## src/rtl/identity_bram_ctrl_if.sv

```systemverilog
// Dual-port BRAM bus for the 4x32 identity/rotation matrix store.
// The master is the controller; the slave is the BRAM (or a model of it).
interface identity_bram_ctrl_if;
  logic        ena_identity_A;
  logic        wea_identity_A;
  logic [1:0]  addra_identity_A;
  logic [31:0] dina_identity_A;
  logic [31:0] douta_identity_A;
  logic        ena_identity_B;
  logic        wea_identity_B;
  logic [1:0]  addra_identity_B;
  logic [31:0] dina_identity_B;
  logic [31:0] douta_identity_B;

  modport master (
    output ena_identity_A, wea_identity_A, addra_identity_A, dina_identity_A,
    input  douta_identity_A,
    output ena_identity_B, wea_identity_B, addra_identity_B, dina_identity_B,
    input  douta_identity_B
  );

  modport slave (
    input  ena_identity_A, wea_identity_A, addra_identity_A, dina_identity_A,
    output douta_identity_A,
    input  ena_identity_B, wea_identity_B, addra_identity_B, dina_identity_B,
    output douta_identity_B
  );
endinterface

```

## src/rtl/identity_bram_ctrl.sv

```systemverilog
// Identity/rotation-matrix BRAM initiator: identity load, whole-matrix write and read.
// Port A always serves the even word and port B the odd word of each access pair.
module identity_bram_ctrl #(
  parameter int unsigned READ_LATENCY = 2,
  parameter logic [31:0] ONE_VALUE    = 32'h0001_0000
) (
  input  logic         clk,
  input  logic         rst,
  input  logic         init_start,
  output logic         busy,
  output logic         init_done,
  input  logic         wr_valid,
  output logic         wr_ready,
  input  logic [127:0] wr_matrix,
  input  logic         rd_req,
  output logic         rd_valid,
  input  logic         rd_ready,
  output logic [127:0] rd_matrix,
  identity_bram_ctrl_if.master bram
);
  typedef enum logic [3:0] {
    IDLE, INIT0, INIT1, WR0, WR1, RD0, RD1, RD_WAIT, RD_HOLD
  } state_t;

  state_t       state, state_nxt;
  logic         init_pend;
  logic [127:0] wr_buf;
  logic         start_init, wr_fire;
  logic         issue, issue_hi, cap_lo, cap_hi;

  // Read tags: bit0 = access issued, bit1 = it was the upper (m10/m11) pair.
  logic [READ_LATENCY-1:0][1:0] tag_pipe;
  logic [READ_LATENCY:0][1:0]   tag_all;

  assign issue    = (state == RD0) || (state == RD1);
  assign issue_hi = (state == RD1);
  assign tag_all  = {tag_pipe, issue_hi, issue};
  assign cap_lo   = tag_all[READ_LATENCY][0] && !tag_all[READ_LATENCY][1];
  assign cap_hi   = tag_all[READ_LATENCY][0] &&  tag_all[READ_LATENCY][1];

  // The load after reset behaves like a stored init_start.
  assign start_init = (state == IDLE) && (init_start || init_pend);
  assign wr_ready   = (state == IDLE) && !init_start && !init_pend;
  assign wr_fire    = wr_valid && wr_ready;
  assign busy       = (state != IDLE);
  assign rd_valid   = (state == RD_HOLD);

  always_ff @(posedge clk) begin
    if (rst) begin
      state     <= IDLE;
      init_pend <= 1'b1;
      init_done <= 1'b0;
      wr_buf    <= '0;
      rd_matrix <= '0;
      tag_pipe  <= '0;
    end else begin
      state    <= state_nxt;
      tag_pipe <= tag_all[READ_LATENCY-1:0];
      if (start_init) begin
        init_pend <= 1'b0;
        init_done <= 1'b0;
      end else if (state == INIT1) begin
        init_done <= 1'b1;
      end
      if (wr_fire) wr_buf <= wr_matrix;
      if (cap_lo) rd_matrix[63:0]   <= {bram.douta_identity_B, bram.douta_identity_A};
      if (cap_hi) rd_matrix[127:64] <= {bram.douta_identity_B, bram.douta_identity_A};
    end
  end

  always_comb begin
    state_nxt             = state;
    bram.ena_identity_A   = 1'b0;
    bram.wea_identity_A   = 1'b0;
    bram.addra_identity_A = 2'd0;
    bram.dina_identity_A  = 32'h0;
    bram.ena_identity_B   = 1'b0;
    bram.wea_identity_B   = 1'b0;
    bram.addra_identity_B = 2'd0;
    bram.dina_identity_B  = 32'h0;
    case (state)
      IDLE: begin
        if (start_init)   state_nxt = INIT0;
        else if (wr_fire) state_nxt = WR0;
        else if (rd_req)  state_nxt = RD0;
      end
      INIT0: begin
        state_nxt = INIT1;
        {bram.ena_identity_A, bram.wea_identity_A} = 2'b11;
        {bram.ena_identity_B, bram.wea_identity_B} = 2'b11;
        bram.addra_identity_B = 2'd1;
        bram.dina_identity_A  = ONE_VALUE;
      end
      INIT1: begin
        state_nxt = IDLE;
        {bram.ena_identity_A, bram.wea_identity_A} = 2'b11;
        {bram.ena_identity_B, bram.wea_identity_B} = 2'b11;
        bram.addra_identity_A = 2'd2;
        bram.addra_identity_B = 2'd3;
        bram.dina_identity_B  = ONE_VALUE;
      end
      WR0: begin
        state_nxt = WR1;
        {bram.ena_identity_A, bram.wea_identity_A} = 2'b11;
        {bram.ena_identity_B, bram.wea_identity_B} = 2'b11;
        bram.addra_identity_B = 2'd1;
        bram.dina_identity_A  = wr_buf[31:0];
        bram.dina_identity_B  = wr_buf[63:32];
      end
      WR1: begin
        state_nxt = IDLE;
        {bram.ena_identity_A, bram.wea_identity_A} = 2'b11;
        {bram.ena_identity_B, bram.wea_identity_B} = 2'b11;
        bram.addra_identity_A = 2'd2;
        bram.addra_identity_B = 2'd3;
        bram.dina_identity_A  = wr_buf[95:64];
        bram.dina_identity_B  = wr_buf[127:96];
      end
      RD0: begin
        state_nxt = RD1;
        bram.ena_identity_A   = 1'b1;
        bram.ena_identity_B   = 1'b1;
        bram.addra_identity_B = 2'd1;
      end
      RD1: begin
        state_nxt = RD_WAIT;
        bram.ena_identity_A   = 1'b1;
        bram.ena_identity_B   = 1'b1;
        bram.addra_identity_A = 2'd2;
        bram.addra_identity_B = 2'd3;
      end
      RD_WAIT: if (cap_hi)   state_nxt = RD_HOLD;
      RD_HOLD: if (rd_ready) state_nxt = IDLE;
      default: state_nxt = IDLE;
    endcase
  end
endmodule

```

## src/flat_wrapper.sv

```systemverilog
// flat-port wrapper written by rule: the top's interface ports become plain ports
module identity_bram_ctrl_flat 
#(
  parameter int unsigned READ_LATENCY = 2,
  parameter logic [31:0] ONE_VALUE    = 32'h0001_0000
)
  (clk, rst, init_start, busy, init_done, wr_valid, wr_ready, wr_matrix, rd_req, rd_valid, rd_ready, rd_matrix, bram_ena_identity_A, bram_wea_identity_A, bram_addra_identity_A, bram_dina_identity_A, bram_douta_identity_A, bram_ena_identity_B, bram_wea_identity_B, bram_addra_identity_B, bram_dina_identity_B, bram_douta_identity_B);
  identity_bram_ctrl_if bram_i ();
  input  logic clk;
  input  logic rst;
  input  logic init_start;
  output logic busy;
  output logic init_done;
  input  logic wr_valid;
  output logic wr_ready;
  input  logic [127:0] wr_matrix;
  input  logic rd_req;
  output logic rd_valid;
  input  logic rd_ready;
  output logic [127:0] rd_matrix;
  output wire logic [$bits(bram_i.ena_identity_A)-1:0] bram_ena_identity_A;
  output wire logic [$bits(bram_i.wea_identity_A)-1:0] bram_wea_identity_A;
  output wire logic [$bits(bram_i.addra_identity_A)-1:0] bram_addra_identity_A;
  output wire logic [$bits(bram_i.dina_identity_A)-1:0] bram_dina_identity_A;
  input wire logic [$bits(bram_i.douta_identity_A)-1:0] bram_douta_identity_A;
  output wire logic [$bits(bram_i.ena_identity_B)-1:0] bram_ena_identity_B;
  output wire logic [$bits(bram_i.wea_identity_B)-1:0] bram_wea_identity_B;
  output wire logic [$bits(bram_i.addra_identity_B)-1:0] bram_addra_identity_B;
  output wire logic [$bits(bram_i.dina_identity_B)-1:0] bram_dina_identity_B;
  input wire logic [$bits(bram_i.douta_identity_B)-1:0] bram_douta_identity_B;
  assign bram_ena_identity_A = bram_i.ena_identity_A;
  assign bram_wea_identity_A = bram_i.wea_identity_A;
  assign bram_addra_identity_A = bram_i.addra_identity_A;
  assign bram_dina_identity_A = bram_i.dina_identity_A;
  assign bram_i.douta_identity_A = bram_douta_identity_A;
  assign bram_ena_identity_B = bram_i.ena_identity_B;
  assign bram_wea_identity_B = bram_i.wea_identity_B;
  assign bram_addra_identity_B = bram_i.addra_identity_B;
  assign bram_dina_identity_B = bram_i.dina_identity_B;
  assign bram_i.douta_identity_B = bram_douta_identity_B;
  identity_bram_ctrl #(.READ_LATENCY(READ_LATENCY), .ONE_VALUE(ONE_VALUE)) u_core (.clk(clk), .rst(rst), .init_start(init_start), .busy(busy), .init_done(init_done), .wr_valid(wr_valid), .wr_ready(wr_ready), .wr_matrix(wr_matrix), .rd_req(rd_req), .rd_valid(rd_valid), .rd_ready(rd_ready), .rd_matrix(rd_matrix), .bram(bram_i));
endmodule
```

## config.mk

```make
export PLATFORM = sky130hd
export DESIGN_NAME = identity_bram_ctrl_flat
export DESIGN_NICKNAME = d
export VERILOG_FILES = /design/src/rtl/identity_bram_ctrl_if.sv /design/src/rtl/identity_bram_ctrl.sv /design/src/flat_wrapper.sv
export SDC_FILE = /design/constraint.sdc
export NUM_CORES = 1
export LEC_CHECK = 0
export CORE_UTILIZATION = 45
export DETAILED_ROUTE_END_ITERATION = 12
export PLACE_DENSITY = 0.83
export SYNTH_ARGS = -nofsm -noshare
export SYNTH_HDL_FRONTEND = slang
export SYNTH_SLANG_ARGS = --single-unit
```

## constraint.sdc

```tcl
create_clock -name clk -period 2.2 [get_ports clk]
set_input_delay 0.44 -clock clk [delete_from_list [all_inputs] [get_ports clk]]
set_output_delay 0.44 -clock clk [all_outputs]
set_load 0.01 [all_outputs]
```

# Word-level counts from Yosys, hierarchy flattened
# Index checks and enable logic that the tools add are counted.
# W data, S select, Z words.
totals:
  input_bits: 198
  ff_bits: 266
  output_inout_bits: 204
classes:
  mux: 12
  n_eq_ne: 11
  n_reduce_logical: 19
ops:
  columns: ["op", "n"]
  rows:
  - ["$pmux W32 S3", 2]
  - ["$pmux W4 S7", 1]
  - ["$mux W4", 5]
  - ["$eq A4 B3 Y1 const B", 4]
  - ["$eq A4 B2 Y1 const B", 2]
  - ["$logic_and A1 B1 Y1", 6]
  - ["$reduce_or A3 Y1", 2]
  - ["$reduce_or A6 Y1", 1]
  - ["$eq A4 B1 Y1 const B", 1]
  - ["$eq A4 B4 Y1 const B", 1]
  - ["$logic_not A4 Y1", 1]
  - ["$ne A2 B1 Y1 const B", 2]
  - ["$ne A4 B2 Y1 const B", 1]
  - ["$pmux W2 S2", 1]
  - ["$reduce_bool A4 Y1", 1]
  - ["$reduce_or A4 Y1", 1]
  - ["$logic_not A1 Y1", 3]
  - ["$reduce_and A3 Y1", 1]
  - ["$logic_or A1 B1 Y1", 2]
  - ["$mux W1", 2]
  - ["$mux W2", 1]
  - ["$reduce_or A2 Y1", 1]

# Longest topological paths before layout
logic_depth:
  ltp_word: 7
  ltp_mapped: 7
  mapped_depth_nobuf: 3

# Worst setup path before layout
# Ideal clock, no wire load.
synth_path:
  kind: "register to output"
  startpoint: "register u_core.state[1]"
  endpoint: "output port bram_dina_identity_A[0]"
  n_path_buf: 2
  path_stages_with_launch: 6
  t_required_ns: 1.760
  arrival_time_ns: 1.352
  path_slack_ns: 0.408
  path_cell_list: "dfxtp_1 > nor2b_1 > and3b_1 > buf_2 > buf_4 > a22o_1"
synth_between:
  elab_chain_len: 2
  word_cells_on_any_way: 4
  classes_between: "eq/ne: 3; mux: 1"
synth_lines:
  columns: ["element", "line_no", "source"]
  rows:
  - ["start, declared", "identity_bram_ctrl.sv:25", "state_t state, state_nxt;"]
  - ["start signal, assigned", "identity_bram_ctrl.sv:57", "state <= state_nxt;"]
  - ["$eq A4 B3 Y1 (tied with other cells)", "identity_bram_ctrl.sv:81", "case (state)"]
  - ["$pmux W32 S3 (*)", "identity_bram_ctrl.sv:81", null]
  - ["end, declared", "flat_wrapper.sv:24", "output wire logic [$bits(bram_i.dina_identity_A)-1:0] bram_dina_identity_A;"]
# Mark *: on every way between the ends. The rest lies on a longest branch, timed or not.

# Worst setup path after layout
layout_path:
  startpoint: "register u_core.state[1]"
  endpoint: "output port bram_dina_identity_B[20]"
layout_between:
  elab_chain_len: 2
  word_cells_on_any_way: 4
  classes_between: "eq/ne: 3; mux: 1"
layout_lines:
  columns: ["element", "line_no", "source"]
  rows:
  - ["$eq A4 B3 Y1 / $eq A4 B2 Y1 (equally long branches)", "identity_bram_ctrl.sv:81", null]
  - ["$pmux W32 S3 (*)", "identity_bram_ctrl.sv:81", null]
  - ["end, declared", "flat_wrapper.sv:29", "output wire logic [$bits(bram_i.dina_identity_B)-1:0] bram_dina_identity_B;"]
# Marked as above.

==> impl_results.md <==
- Initial DRC count: 716
- Final setup viols: 70
- Die W: 161 um
- Initial antenna violation count: 7
- Rows: 57
- Min-Delay Startpoint: rst
- Final WL: 37,600 um
- Dominant synthesized flop cell: dfxtp_1
- Core Footprint: 0.0246 sq mm
- Root buf cell: clkbuf_16
- Hold crit path type: in2reg
- Seq cells post-synth: 266
- Fmax achieved: 406 MHz
- RSZ-0062 raised after global routing: yes
- Post-layout nets: 1,856
- Cell Pwr Density: 702 mW/mm^2
- Vias in the first global route: 10,200
- GRT Overall Usage: 27.7%
- Clock period minus worst slack: 2.47 ns
- Design Area, Final: 0.0169 sq mm
- Reg clk slew, reported paths: 0.06 ns
- Worst-Skew Late Latency: 0.53 ns
- First-pass GRT wire length: 56,700 um
- Top post-synthesis cells by area: dfxtp_1 47%, nand2b_1 14%, mux2i_1 11%, nand2_1 8.6%, a21oi_1 5.8%
- Placed instance count: 1,918
- Slew Limit Fails: 0
- TritonCTS clock tree: yes
- CTS sink cnt: 266
- CP Class: reg2out
- CTS max path bufs: 3
- Top-count cell post-synth: dfxtp_1
- Max-cap viol count: 0
- Avg Vias per Cell: 5.22
- IO Pins: 402
- CP Launch Type: register
- Hold EP: u_core.rd_matrix[74]
- Via count: 10,500
- Worst EP required: 1.76 ns
- Share of cells above drive strength 1: 13.0%
- Syn_nets: 1,463
- DRC: 0
- Port bufs: 400
- HPWL Detailed: 24,600 um
- Die area: 0.0261 sq mm
- Yosys top cell by area: dfxtp_1
- Min Hold Slack: 0.419 ns
- Status: complete, but fails checks
- Arr. time, crit path: 2.03 ns
- Worst Setup Slack, final: -0.266 ns
- Synth Instances: 1,265
- Total congestion overflow: 0
- Worst clock skew: 0.00914 ns
- Fin. Hold Viols: 0
- Area Growth Syn to Fin: 48.0%
- Fraction of synthesized cell area taken by the top area cell type: 46.5%
- Initial Util: 46.5%
- Largest net degree at the start of global routing: 105
- Pre-CTS WS: -0.141 ns
- Die Ht: 161 um
- Filler instances: 1,864
- Flop-to-flop setup slack: 0.08 ns
- Multi-input gate area: 0.00551 sq mm
- Leak Pwr: 6.09 nW
- TritonCTS buffer count: 28
- Library cells used by synthesis: 39
- Synth Warn #: 0
- Worst Reg2Reg Path Length in Cells: 10
- Asr flop ratio synth: 0%
- Mean Syn Cell Area: 9.05 sq um
- Maximum fanout along the worst path: 8
- Crit Reg-Reg Endpoint: u_core.wr_buf[71]
- Drt first pass iters: 5
- Post-synth top cells: 266 x dfxtp_1, 262 x nand2_1, 258 x nand2b_1, 133 x a21oi_1, 128 x mux2i_1
- Antenna viol nets, final: 0
- Area occupied by registers: 0.00534 sq mm
- Setup crit end kind: output port
- Area after DPL: 0.0156 sq mm
- Hold_buf cts: 0
- Cell Area, Synth: 0.0114 sq mm
- Hold depth: 2
- Final Util: 68.8%
- Final period util: 112%
- H-tree levels: 1
- Register area share after synthesis: 46.5%
- Peak supply drop: 0.548 mV
- RR Startpoint: u_core.state[0]
- EDFF count, synth: 0
- Gp weighted congestion: 0.866
- WL/cell: 18.7 um
- Failing checks: setup timing
- Fin cells: 2,010
worst max path at each step:
stage / start / end / cells past startpoint
6_report: u_core.state[1] / bram_dina_identity_B[20] / 8
5_1_grt: u_core.state[1] / bram_dina_identity_B[20] / 8
4_1_cts: u_core.state[2] / bram_dina_identity_B[24] / 9
3_5_place_dp: u_core.state[0] / bram_wea_identity_A / 4
3_3_place_gp: u_core.state[0] / bram_wea_identity_A / 4
2_1_floorplan: u_core.state[1] / bram_dina_identity_A[0] / 5
stage by stage:
stage / power (mW) / TNS, ns
after global routing: 12.3 / -19.90
final: 11.9 / -14.11
after global placement: 6.63 / -0.621
after floorplan: 5.93 / 0
after detailed placement: 6.66 / -4.58
after CTS: 11.9 / -12.18
area by class of cell:
type                    instances  share of cell area (%)
inverters                       2                  0.0591
clock inverters                15                    1.12
diodes                          7                   0.103
flip-flops and latches        266                    31.5
clock buffers                  36                    4.68
well taps                     324                    2.39
repair buffers                472                    27.6
multi-input cells             888                    32.5
metal layers:
metal / global-route usage [%] / routed length [um] / vias up
li1: - / - / 4975
met1: 30.4 / 13900 / 4940
met2: 48.5 / 18700 / 450
met3: 6.39 / 2630 / 131
met4: 17.2 / 2430 / 0
met5: 0 / 0 / -
logic make-up after synthesis:
group | count (synthesis) | share of synthesized area (%)
AOI/OAI and AO/OA | 203 | 11.2
xor gates and xnor gates | 1 | 0.0766
buffers and inverters | 111 | 6.23
DFF | 266 | 46.5
muxes | 128 | 11.2
other | 1 | 0.0328
and+or+nand+nor | 555 | 24.8
critical path, cell delays in order, from the launching register on:
cell     delay, ns
dfxtp_4       0.35
buf_6         0.12
nor4_4        0.21
buf_6         0.15
buf_12        0.10
buf_12        0.13
buf_16        0.14
a22o_1        0.15
buf_2         0.13
power breakdown:
part	total [mW]	switching, mW	internal, mW	leakage [nW]
Sequential	5.07	0.112	4.96	2.15
Clock	4.98	1.97	3.01	0.478
Combinational	1.85	0.794	1.05	3.46
Total	11.9	2.87	9.02	6.09
placed cells by master, fill, tap and decap left out, types with 2 or more instances in the layout:
master,Yosys,final
a21oi_1,133,133
a22o_1,62,62
and3_4,0,2
buf_12,13,19
buf_16,0,7
buf_2,14,64
buf_4,11,30
buf_6,2,20
buf_8,1,3
bufinv_16,0,4
clkbuf_1,60,3
clkbuf_16,0,29
clkbuf_2,0,2
clkbuf_8,0,5
clkdlybuf4s50_1,0,325
clkinv_2,0,6
clkinv_4,0,2
clkinvlp_4,0,3
dfxtp_1,266,262
dfxtp_4,0,3
diode_2,0,7
mux2i_1,128,128
nand2_1,262,261
nand2b_1,258,257
nand3_1,2,2
nand3b_1,2,2
nor2_1,6,4
nor2b_1,5,4
nor3_1,6,2
nor3_4,1,5
nor4_1,2,2
state kept, by name, summed over array words and instances (netlist names):
signal	flops
u_core.init_done	1
u_core.wr_buf	128
u_core.rd_matrix	128
u_core.init_pend	1
u_core.tag_all	4
u_core.state	4
what timing repair did:
| item | in CTS | in global routing |
|---|---|---|
| pin swaps | 48 | 33 |
| gates resized for setup | 339 | 17 |
| buffers inserted | 25 | 3 |
| gates cloned | 9 | 0 |
| endpoints found under the setup margin | 74 | 74 |
No activity file was read; power rests on OpenSTA's default activity.
